==> src/rtl/iobuf_turnaround_ctrl.sv <==
// Half-duplex sequencer for a bank of IOBUF-style pads: arbitrates TX/RX requesters,
// drives T/I, samples O and inserts hi-Z turnaround cycles on every direction change.
module iobuf_turnaround_ctrl #(
  parameter int WIDTH     = 8,
  parameter int TURN_CYC  = 2,
  parameter int MAX_BURST = 4
) (
  input  logic             C,
  input  logic             CLR,
  input  logic             TX_REQ,
  input  logic [WIDTH-1:0] TX_DATA,
  output logic             TX_RDY,
  input  logic             RX_REQ,
  output logic [WIDTH-1:0] RX_DATA,
  output logic             RX_VALID,
  output logic [WIDTH-1:0] T,
  output logic [WIDTH-1:0] I,
  input  logic [WIDTH-1:0] O
);

  localparam int CNT_MAX = (TURN_CYC + 1 > MAX_BURST + 1) ? TURN_CYC + 1 : MAX_BURST + 1;
  localparam int CW      = (CNT_MAX > 1) ? $clog2(CNT_MAX) : 1;

  localparam logic [CW-1:0] TURN_LAST  = CW'(TURN_CYC - 1);
  localparam logic [CW-1:0] BURST_LAST = CW'(MAX_BURST - 1);
  localparam logic [CW-1:0] BURST_SAT  = CW'(MAX_BURST);

  typedef enum logic [2:0] {
    S_IDLE,
    S_TURN_TX,
    S_DRIVE,
    S_TURN_RX,
    S_RECV
  } state_t;

  typedef enum logic {
    DIR_RX = 1'b0,
    DIR_TX = 1'b1
  } dir_t;

  state_t           state_q, state_d;
  dir_t             last_dir_q, last_dir_d;
  logic [CW-1:0]    turn_q, turn_d;
  logic [CW-1:0]    burst_q, burst_d;
  logic             hiz_q, hiz_d;
  logic [WIDTH-1:0] i_q, i_d;
  logic [WIDTH-1:0] rx_data_q, rx_data_d;
  logic             rx_valid_q, rx_valid_d;

  function automatic logic [CW-1:0] burst_sat_inc(input logic [CW-1:0] cnt);
    return (cnt >= BURST_SAT) ? cnt : cnt + CW'(1);
  endfunction

  // Next-state decode; burst/turn counters fall back to zero so every entry starts clean
  always_comb begin
    state_d    = state_q;
    last_dir_d = last_dir_q;
    turn_d     = '0;
    burst_d    = '0;
    hiz_d      = 1'b1;
    i_d        = i_q;
    rx_data_d  = rx_data_q;
    rx_valid_d = 1'b0;

    case (state_q)
      S_IDLE: begin
        if (TX_REQ && RX_REQ) begin
          state_d = (last_dir_q == DIR_RX) ? S_TURN_TX : S_RECV;
        end else if (TX_REQ) begin
          state_d = S_TURN_TX;
        end else if (RX_REQ) begin
          state_d = S_RECV;
        end
      end

      S_TURN_TX: begin
        if (turn_q == TURN_LAST) begin
          state_d = S_DRIVE;
        end else begin
          turn_d = turn_q + CW'(1);
        end
      end

      S_DRIVE: begin
        last_dir_d = DIR_TX;
        if (!TX_REQ) begin
          state_d = S_TURN_RX;
        end else begin
          hiz_d   = 1'b0;
          i_d     = TX_DATA;
          burst_d = burst_sat_inc(burst_q);
          // The limit only matters when the receiver is actually waiting
          if (RX_REQ && (burst_q >= BURST_LAST)) begin
            state_d = S_TURN_RX;
          end
        end
      end

      S_TURN_RX: begin
        // A word accepted on the way out is still on the pad; that cycle is not hi-Z
        if (!hiz_q) begin
          turn_d = turn_q;
        end else if (turn_q == TURN_LAST) begin
          state_d = RX_REQ ? S_RECV : S_IDLE;
        end else begin
          turn_d = turn_q + CW'(1);
        end
      end

      S_RECV: begin
        last_dir_d = DIR_RX;
        if (!RX_REQ) begin
          state_d = TX_REQ ? S_TURN_TX : S_IDLE;
        end else begin
          rx_data_d  = O;
          rx_valid_d = 1'b1;
          burst_d    = burst_sat_inc(burst_q);
          if (TX_REQ && (burst_q >= BURST_LAST)) begin
            state_d = S_TURN_TX;
          end
        end
      end

      default: state_d = S_IDLE;
    endcase
  end

  // Register stage: all outputs come from here or from state_q
  always_ff @(posedge C or posedge CLR) begin
    if (CLR) begin
      state_q    <= S_IDLE;
      last_dir_q <= DIR_RX;
      turn_q     <= '0;
      burst_q    <= '0;
      hiz_q      <= 1'b1;
      i_q        <= '0;
      rx_data_q  <= '0;
      rx_valid_q <= 1'b0;
    end else begin
      state_q    <= state_d;
      last_dir_q <= last_dir_d;
      turn_q     <= turn_d;
      burst_q    <= burst_d;
      hiz_q      <= hiz_d;
      i_q        <= i_d;
      rx_data_q  <= rx_data_d;
      rx_valid_q <= rx_valid_d;
    end
  end

  assign TX_RDY   = (state_q == S_DRIVE);
  assign T        = {WIDTH{hiz_q}};
  assign I        = i_q;
  assign RX_DATA  = rx_data_q;
  assign RX_VALID = rx_valid_q;

endmodule

==> config.mk <==
export PLATFORM = sky130hd
export DESIGN_NAME = iobuf_turnaround_ctrl
export DESIGN_NICKNAME = d
export VERILOG_FILES = /design/src/rtl/iobuf_turnaround_ctrl.sv
export SDC_FILE = /design/constraint.sdc
export NUM_CORES = 1
export LEC_CHECK = 0
export CAP_MARGIN = 10
export CORE_ASPECT_RATIO = 0.5
export CORE_MARGIN = 10
export CORE_UTILIZATION = 40
export CTS_CLUSTER_SIZE = 30
export DETAILED_ROUTE_END_ITERATION = 8
export GPL_TIMING_DRIVEN = 1
export HOLD_SLACK_MARGIN = 0.15
export MAX_ROUTING_LAYER = met4
export PLACE_DENSITY = 0.72
export SETUP_SLACK_MARGIN = 0.15
export SLEW_MARGIN = 20
export SYNTH_ARGS = -nofsm -noshare
export SYNTH_HDL_FRONTEND = slang
export SYNTH_SLANG_ARGS = --single-unit
==> constraint.sdc <==
create_clock -name C -period 1.6 [get_ports C]
set_clock_uncertainty 0.15 [all_clocks]
set_input_delay 0.24 -clock C [delete_from_list [all_inputs] [get_ports C]]
set_output_delay 0.24 -clock C [all_outputs]
set_load 0.05 [all_outputs]
[Word-level counts from Yosys, hierarchy flattened]
Index checks and enable logic that the tools add are counted.
Storage, ports and cells
  output and inout bits: 26
  register bits after elaboration: 28
  logic and storage cells: 57
  bits of input ports: 20
Cells by class
  reductions and logical operators: 8
  mux-type cells: 26
  add/sub/neg operators: 2
  order comparisons: 2
  equal/unequal tests: 11
Operators by type and width (count)
  $mux W3: 17
  $pmux W3 S5: 1
  $pmux W3 S2: 2
  $add A3 B1 Y3 const B: 2
  $eq A3 B1 Y1 const B: 2
  $eq A3 B2 Y1 const B: 2
  $ne A2 B2 Y1 const B: 3
  $reduce_and A6 Y1: 1
  $mux W1: 5
  $ne A4 B4 Y1 const B: 1
  $reduce_and A2 Y1: 2
  $eq A3 B3 Y1 const B: 1
  $ge A3 B2 Y1 const B: 1
  $ge A3 B3 Y1 const B: 1
  $logic_and A1 B1 Y1: 3
  $logic_not A3 Y1: 1
  $ne A3 B2 Y1 const B: 1
  $ne A3 B3 Y1 const B: 1
  $pmux W1 S2: 1
  $reduce_bool A2 Y1: 1

[Depth between registers and ports, before layout]
  word-level depth: 5
  mapped depth: 5
  depth with buffers taken out: 5

[Worst setup path after synthesis]
OpenSTA, ideal clock, no wires.
  kind: reg-to-reg
  start point: register state_q[0]
  end point: register i_q[0] (netlist: I[0])
  stages on the path, launching flop included: 6
  slack: -1.138 ns
  arrival: 2.463 ns
  data required time: 1.325 ns
  path through: dfrtp_1 > buf_6 > nor3b_1 > and2_1 > buf_4 > mux2_2
Between the ends
  cells in the longest elaborated chain, start to end: 2
Ends and longest elaborated chain
  start, declared: line 41  | state_t state_q, state_d;
  start signal, assigned: line 140  | state_q <= state_d;
  $eq A3 B2 Y1
  named net TX_RDY: line 12  | output logic TX_RDY,
  $reduce_and A2 Y1 (no source line)
  end signal, assigned: line 145  | i_q <= i_d;
  end, declared: line 46  | logic [WIDTH-1:0] i_q, i_d;
The timed path passes the listed nets, and every way through them passes these cells.
A chain may end at the register's enable or synchronous reset.

[Worst setup path after layout]
  start point: register state_q[0]
  end point: output port TX_RDY
Between the ends
  cells in the longest elaborated chain, start to end: 1
Ends and longest elaborated chain
  $eq A3 B2 Y1: line 151  | assign TX_RDY = (state_q == S_DRIVE);
  end, declared: line 12
No other way between the ends.

==> metrics.txt <==
status=complete, but fails checks; failing checks=setup timing; Synth-to-Final Area Change=87.41%; worst min-delay path class=in -> reg; share of layout cells above drive strength 1=51.41%; CP peak stage delay=0.45 ns; final net count=200; first-pass GRT wire length=about 5.7 mm; Initial Utilization=43.26%; CTS sink count=28; Peak supply drop=around 1.4 mV; sequential share of the synthesized area=a little over half; Reg clk slew, reported paths=~0.090 ns; Die Height=60.95 um; IO buf count=45; Most used DFF post-synth=dfrtp_1; Netlist cell types=33; Yosys reg bits=28; drt first pass iters=4; # DRC=0; Avg Cell Area, Syn=11.98 um2; Final Non-Filler Cells=around 220; Period minus WS final=~1.7 ns; gr ovfl total=0; Inst Count DP=205; CTS tree=yes; Finished Cell Area=2514 um2; most frequent cells in the layout=buf_12, dfrtp_1, clkdlybuf4s50_1; CP Data Required Time=around 1.2 ns; HPWL after DPL=2.575 mm; final worst setup slack=-0.07326 ns; Startpoint Class=flip-flop; Routed Antenna Nets=0; CP endpoint kind=output pin; critical path's slowest cell=dfrtp_1; number of buffers created by CTS=3; maximum root-to-sink buffer count=2; number of synthesized flops with an enable pin=0; Ports=46; clk_lat worst skew=0.28 ns; Die W=101.9 um; Fill cells=about 150; Via Count=1,061; # rows=14; largest net degree at the start of global routing=20; vias in the first global route=1,129; n_diodes=0; GPL Wtd Cong=0.8211; Core ar.=3100 um2; crit path cell chain=nor3b_4, buf_6, buf_12; commonest non-fill, non-tap cell in the layout=buf_12; antenna violations before repair=0; critical path data arrival time=1.28 ns; Crit Path Class=reg -> out; DP Area=between 2000 and 2500 um2; Max Fclk=597.6 MHz; GRT Total Usage=12.35%; P_leak=1.153 nW; Ys Warns=0; Netlist Area Pre-Place=1341 um2; Final Hold Viols=0; CP max FO=3; drt total wl=3.716 mm; cell area power density=between 1500 and 2000 nW/um2; post-synthesis instance total=between 100 and 150; Via density=4.889; asr flop ratio synth=100.0%; R2R Setup Slk=-0.06 ns; period utilisation layout=104.6%; initial drt markers=20; syn nets=134; Final setup viols=14; root buf cell=clkbuf_8; die area=6210 um2; Final Max Tran Viols=0; H-Tree Depth=1; Avg WL per Cell=17.12 um; relative slew slack=77.34%; unrepaired setup endpoints after global routing=yes; worst slew pin tran=0.3369 ns; Max-Cap Viols=0
==> flip-flops by register name, indices dropped and copies added, names as in the netlist <==
signal      cells
state_q         3
turn_q          3
burst_q         3
hiz_q           1
RX_DATA         8
last_dir_q      1
I               8
RX_VALID        1
==> routing by layer <==
metal / up-vias / wire length, um / global-route usage [%]
li1: 510 / - / -
met1: 521 / 1472 / 11.75
met2: 26 / 2006 / 23.31
met3: 4 / 181 / 3.741
met4: 0 / 55 / 5.378
met5: - / 0 / -
==> cells by family (layout without fill, tap and decap cells) <==
kind of cell    count (synthesis)  in the layout  synth area share (%)
fa+ha+maj                       2              2                 1.865
flops                          28             28                 52.33
compound gates                 15             15                 8.489
simple gates                   27             27                 11.85
xor+xnor                        2              2                 1.306
buf+inv                        19             84                 8.488
mux                            19             19                 15.67
==> cell usage after synthesis, types with 2 or more instances <==
cell type  instances  area share [%]
dfrtp_1           27              50
mux2_2            16              13
buf_4              9             5.0
nor2_1             9             2.5
inv_1              7             2.0
nand2_1            4             1.1
o21ai_0            4             1.5
and3b_1            3             2.0
mux2i_1            3             2.2
a211oi_1           2             1.1
a21oi_1            2            0.75
ha_1               2             1.9
nand2b_1           2            0.93
nor3b_1            2             1.1
xor2_1             2             1.3
==> stage by stage <==
stage / utilization, % / total power [mW] / setup TNS [ns] / hold WS (ns) / worst slack (ns)
2_1_floorplan: - / 2.822 / -3.309 / 0.1547 / -0.3491
3_3_place_gp: 72.60 / 4.282 / -2.988 / 0.3878 / -0.2318
3_5_place_dp: 72.60 / 4.335 / -3.567 / 0.3928 / -0.3491
4_1_cts: 78.01 / 4.890 / -0.5785 / 0.4156 / -0.05602
5_1_grt: 81.07 / 5.238 / -1.281 / 0.4207 / -0.1164
6_report: 81.07 / 5.019 / -0.5562 / 0.4272 / -0.07326
==> worst max-delay path: cells and delay by family, from the launching register on <==
family	cells	cell delay (ns)
buffers and inverters	2	0.26
AND/OR/NAND/NOR	1	0.29
flip-flops	1	0.45
==> power by group <==
part | switching, mW | internal (mW) | leakage [nW]
Clock | 0.215 | 0.221 | 0.0288
Combinational | 1.54 | 1.75 | 0.776
Sequential | 0.302 | 0.991 | 0.349
==> path summary, 6_finish.rpt <==
kind / start / end / cells after the start
min in group asynchronous: CLR / burst_q[2]$_DFF_PP0_ / 4
max in group asynchronous: CLR / I[4]$_DFFE_PP0P_ / 4
hold reg to reg: last_dir_q$_DFFE_PP0P_ / last_dir_q$_DFFE_PP0P_ / 2
setup reg to reg: state_q[0]$_DFFE_PP0P_ / I[7]$_DFFE_PP0P_ / 4
setup / recovery: state_q[0]$_DFFE_PP0P_ / TX_RDY / 3
hold / removal: O[6] / RX_DATA[6]$_DFFE_PP0P_ / 2
==> what timing repair did <==
item / 4_1_cts / 5_1_grt
buffers inserted: 4 / 2
hold buffers: 1 / 0
pin swaps: 2 / 5
endpoints found under the setup margin: 29 / 33
endpoints found under the hold margin: 27 / 0
resized for setup: 13 / 15
gates cloned: 0 / 1
==> layout make-up <==
cell class                 count  area, um2  area share, %
clock buffer                   4      55.05          2.190
timing repair buffer          73       1021          40.62
tap                           40      50.05          1.991
sequential                    28      701.9          27.92
multi-input combinational     65      659.4          26.23
inverter                       7      26.28          1.045
Note: power is estimated with default switching activity, not from simulation.
